==> src/rtl/dsp_seq_divider.sv <==
// Iterative restoring divider, N = Q*D + Rm, with per-operand signedness select.
// Build with DIV_TWO_BIT_EN defined to retire two quotient bits per cycle.
`timescale 1ns/1ps
module dsp_seq_divider #(
   parameter int unsigned NW = 32,
   parameter int unsigned DW = 16
) (
   input  logic          clk,
   input  logic          reset_n,
   input  logic          start,
   input  logic [NW-1:0] N,
   input  logic [DW-1:0] D,
   input  logic          TCN,
   input  logic          TCD,
   output logic          busy,
   output logic          done,
   output logic [NW-1:0] Q,
   output logic [DW-1:0] Rm,
   output logic          DZ,
   output logic          OVF
);

`ifdef DIV_TWO_BIT_EN
   localparam int unsigned ITERS = NW / 2;
`else
   localparam int unsigned ITERS = NW;
`endif
   localparam int unsigned CW       = (ITERS > 1) ? $clog2(ITERS) : 1;
   localparam logic [CW-1:0] CNT_LAST = CW'(ITERS - 1);
   localparam logic [NW-1:0] N_MIN    = {1'b1, {(NW-1){1'b0}}};

   typedef enum logic [1:0] {S_IDLE, S_PREP, S_ITER, S_FIX} state_t;

   state_t          r_state, w_state_nxt;
   logic [NW-1:0]   r_n;
   logic [DW-1:0]   r_d;
   logic            r_tcn, r_tcd;
   logic [NW-1:0]   r_quo;
   logic [DW-1:0]   r_rem;
   logic [DW-1:0]   r_dabs;
   logic            r_qneg, r_rneg, r_dz, r_ovf;
   logic [CW-1:0]   r_cnt;
   logic            w_n_neg, w_d_neg;
   logic [DW+NW-1:0] w_rq1, w_rq_nxt;

   // One restoring step on the {rem,quo} pair; the compare is the DW+1-bit trial subtract.
   function automatic logic [DW+NW-1:0] div_step(input logic [DW+NW-1:0] rq,
                                                 input logic [DW-1:0]    dv);
      logic [DW:0]   sh;
      logic [NW-1:0] q;
      sh = rq[DW+NW-1:NW-1];
      q  = {rq[NW-2:0], 1'b0};
      if (sh >= {1'b0, dv}) begin
         q[0] = 1'b1;
         return {sh[DW-1:0] - dv, q};
      end
      return {sh[DW-1:0], q};
   endfunction

   assign w_n_neg = r_tcn & r_n[NW-1];
   assign w_d_neg = r_tcd & r_d[DW-1];
   assign w_rq1   = div_step({r_rem, r_quo}, r_dabs);
`ifdef DIV_TWO_BIT_EN
   assign w_rq_nxt = div_step(w_rq1, r_dabs);
`else
   assign w_rq_nxt = w_rq1;
`endif

   assign busy = (r_state != S_IDLE);

   always_ff @(posedge clk or negedge reset_n) begin
      if (!reset_n) r_state <= S_IDLE;
      else          r_state <= w_state_nxt;
   end

   always_comb begin
      w_state_nxt = r_state;
      case (r_state)
         S_IDLE:  if (start) w_state_nxt = S_PREP;
         S_PREP:  w_state_nxt = S_ITER;
         S_ITER:  if (r_cnt == '0) w_state_nxt = S_FIX;
         S_FIX:   w_state_nxt = S_IDLE;
         default: w_state_nxt = S_IDLE;
      endcase
   end

   always_ff @(posedge clk or negedge reset_n) begin
      if (!reset_n) begin
         r_n    <= '0;
         r_d    <= '0;
         r_tcn  <= 1'b0;
         r_tcd  <= 1'b0;
         r_quo  <= '0;
         r_rem  <= '0;
         r_dabs <= '0;
         r_qneg <= 1'b0;
         r_rneg <= 1'b0;
         r_dz   <= 1'b0;
         r_ovf  <= 1'b0;
         r_cnt  <= '0;
         done   <= 1'b0;
         Q      <= '0;
         Rm     <= '0;
         DZ     <= 1'b0;
         OVF    <= 1'b0;
      end else begin
         done <= 1'b0;
         case (r_state)
            S_IDLE: begin
               if (start) begin
                  r_n   <= N;
                  r_d   <= D;
                  r_tcn <= TCN;
                  r_tcd <= TCD;
               end
            end
            S_PREP: begin
               r_quo  <= w_n_neg ? -r_n : r_n;
               r_dabs <= w_d_neg ? -r_d : r_d;
               r_rem  <= '0;
               r_qneg <= w_n_neg ^ w_d_neg;
               r_rneg <= w_n_neg;
               r_dz   <= (r_d == '0);
               r_ovf  <= r_tcn & r_tcd & (r_n == N_MIN) & (r_d == '1);
               r_cnt  <= CNT_LAST;
            end
            S_ITER: begin
               {r_rem, r_quo} <= w_rq_nxt;
               r_cnt          <= r_cnt - CW'(1);
            end
            S_FIX: begin
               done <= 1'b1;
               DZ   <= r_dz;
               OVF  <= r_ovf;
               // Divide-by-zero overrides whatever the iteration produced.
               if (r_dz) begin
                  Q  <= '1;
                  Rm <= r_n[DW-1:0];
               end else begin
                  Q  <= r_qneg ? -r_quo : r_quo;
                  Rm <= r_rneg ? -r_rem : r_rem;
               end
            end
            default: ;
         endcase
      end
   end

endmodule

==> config.mk <==
export PLATFORM = sky130hd
export DESIGN_NAME = dsp_seq_divider
export DESIGN_NICKNAME = d
export VERILOG_FILES = /design/src/rtl/dsp_seq_divider.sv
export SDC_FILE = /design/constraint.sdc
export NUM_CORES = 1
export LEC_CHECK = 0
export ABC_AREA = 0
export CAP_MARGIN = 5
export CORE_UTILIZATION = 57
export DETAILED_ROUTE_END_ITERATION = 12
export PLACE_DENSITY = 0.8
export SKIP_CTS_REPAIR_TIMING = 1
export SLEW_MARGIN = 30
export SYNTH_ARGS = -nofsm -noshare
export SYNTH_HDL_FRONTEND = slang
export SYNTH_SLANG_ARGS = --single-unit
==> constraint.sdc <==
create_clock -name clk -period 2.85 [get_ports clk]
set_clock_uncertainty 0.1 [all_clocks]
set_input_delay 0.7125 -clock clk [delete_from_list [all_inputs] [get_ports clk]]
set_output_delay 0.7125 -clock clk [all_outputs]
set_load 0.03 [all_outputs]
==> impl_metrics.json <==
{
  "coreArea_um2": 16800,
  "routabilityCongestion": 0.934,
  "clockPowerShare_pct": 16.6,
  "port_buffers": 104,
  "syn_to_final_growth_pct": 21.0,
  "grt_pass1_vias": 7821,
  "clock.fmax_ghz": 0.361,
  "dpl_worst_slack_ps": 28.2,
  "drtIter0Drc": 520,
  "intPower_mw": 8.28,
  "start_util_pct": 59.0,
  "hp-class": "flip-flop to flip-flop",
  "crit_fanout": 4,
  "die_area_um2": 17900,
  "die_h_um": 134,
  "synth.yosys.seq_area_share_pct": 44.5,
  "hpwl_mm": 17.1,
  "slew_headroom_pct": 39.0,
  "cts.clk_slew.worst_paths_ps": 70,
  "tns_ps": 0,
  "drc": 0,
  "cp_data_required_time_ps": 2040,
  "fin_nets": 1220,
  "cts_tree": "done",
  "clk_latency_ps": 440,
  "power.total_mw": 14.6,
  "layout_min_cycle_time_ps": 2770,
  "worst-r2r-setup-slack_ps": 130,
  "cpMostUsedCell": "inv_1",
  "cp_slowest_stage_delay_ps": 680,
  "drtPass1Iterations": 5,
  "slew_viol_final": 0,
  "wl_per_cell_um": 17.4,
  "p_seq_share_pct": 33.1,
  "ys_types": 51,
  "grt_max_degree": 61,
  "ant_nets": 0,
  "tightestPinTransition_ps": 914,
  "gr-total-overflow": 0,
  "final_common_cell": "dfrtp_1",
  "dpl-instance-area_um2": 11300,
  "synth_nets": 1115,
  "num_vias": 8072,
  "finalSetupViolCount": 0,
  "power.switching_mw": 6.32,
  "ys_ff_latch": 176,
  "drive_gt1_share_pct": 14.5,
  "die_x_um": 134,
  "row_count": 47,
  "syn_avg_cell_area_um2": 9.58,
  "crit_arrival_ps": 1960,
  "grt_usage_pct": 28.1,
  "maxCapViolCount": 0,
  "syn_area_um2": 9890,
  "cts_buffers": 17,
  "irDropWorstVdd_mv": 0.677,
  "diodes": 0,
  "post-route-period-util_pct": 97.1,
  "fin_util_pct": 71.4,
  "path_cells": "inv_1 > ha_2 > inv_1 > clkdlybuf4s50_1",
  "totalWireLength_mm": 23.8,
  "antenna_found_initial": 0,
  "p_leak_nw": 5.15,
  "syn_inst": 1033,
  "slowest_stage": "clkdlybuf4s50_1",
  "ctsHtreeMaxLevel": 4,
  "path_delay_family": "buffers and inverters",
  "viasPerCell": 5.89,
  "rsz0062_at_grt": "false",
  "p_sw_share_pct": 43.3,
  "crit_path_start_kind": "flip-flop",
  "power_density_nw_per_um2": 1220,
  "pwr-share-comb_pct": 50.3,
  "clockBufferDepth": 2,
  "grt_pass1_wl_mm": 39.2,
  "synth-edff-count": 0,
  "synth_ff_type": "dfrtp_1",
  "hold_viol": 0,
  "final_cell_mix": "176 x dfrtp_1, 103 x clkdlybuf4s50_1, 91 x nor2_1, 87 x a21oi_1, 81 x mux2_2",
  "worst-path-buf-inv": 3,
  "design_area_um2": 12000,
  "setup_slack_ps": 81.8,
  "cts-root-buf": "clkbuf_16",
  "path_class": "flip-flop to output port",
  "yosysWarnings": 0,
  "outcome": "finished clean",
  "clock_sinks": 176,
  "worstSetupEndpointType": "output port",
  "async_flop_share_pct": 100,
  "io_pins": 105
}
kinds of logic after synthesis:
| logic type | synth area share [%] |
|---|---|
| AO/OA/AOI/OAI | 14.9 |
| adder cells (fa/ha/maj) | 3.74 |
| AND/OR/NAND/NOR | 12.8 |
| XOR/XNOR | 8.68 |
| buffers and inverters | 4.69 |
| multiplexers | 10.6 |
| flip-flops | 44.5 |
Yosys cell counts, types with 6 or more instances:
cell	number	area share (%)
a21oi_1	87	4.4
a31oi_1	6	0.38
buf_1	10	0.38
clkbuf_1	45	1.7
dfrtp_1	176	45
ha_1	28	3.5
inv_1	66	2.5
mux2_2	81	9.2
mux2i_1	14	1.4
nand2_1	73	2.8
nand3_1	30	1.5
nand4_1	16	1.0
nor2_1	91	3.5
nor2b_1	7	0.44
nor3_1	14	0.71
nor4_1	11	0.70
o21ai_0	63	3.2
o221ai_1	18	1.6
o22ai_1	10	0.63
o31ai_1	19	1.4
o41ai_1	6	0.53
or3_1	6	0.38
or4_1	6	0.46
xnor2_1	52	4.6
xor2_1	46	4.1
power groups by stage:
stage               combinational (mW)  sequential [mW]  clock (mW)
floorplan                         4.79             5.03           0
global placement                  7.11             4.79           0
detailed placement                7.23             4.83           0
CTS                               7.34             4.80        2.44
global route                      8.08             4.98        2.54
finish                            7.34             4.84        2.42
final timing paths:
path | startpoint | end | depth (start not counted)
worst max-delay path | r_state[0] | busy | 4
worst min-delay path | Rm[1] | Rm[1] | 1
worst max register to register | r_quo[12] | Q[30] | 7
worst min register to register | Rm[1] | Rm[1] | 1
max in group asynchronous | reset_n | done | 3
min in group asynchronous | reset_n | Rm[7] | 2
registers in the layout (all words and copies together) (netlist names):
register	cells
DZ	1
OVF	1
Q	32
Rm	16
done	1
r_cnt	5
r_d	16
r_dabs	16
r_dz	1
r_n	32
r_ovf	1
r_qneg	1
r_quo	32
r_rem	16
r_rneg	1
r_state	2
r_tcd	1
r_tcn	1
metal layers:
metal / up-vias / GRT usage, % / wire length, um
met1: 3937 / 38.5 / 10700
met5: - / 0 / 0
met3: 35 / 4.57 / 1200
li1: 3853 / - / -
met2: 247 / 45.4 / 11400
met4: 0 / 9.47 / 432
area by class of cell:
class,count,area (um2)
multi-input combinational,734,5050
sequential,176,4400
fill,1239,4790
tap,220,275
clock inverter,15,183
inverter,66,248
timing repair buffer,143,1390
clock buffer,17,425
per-stage QoR:
step	std cells	hold WS [ps]
global placement	1338	386
detailed placement	1338	393
CTS	1370	-12.0
floorplan	1033	317
global route	1371	427
finish	1371	403
Note: power is estimated with default switching activity, not from simulation.
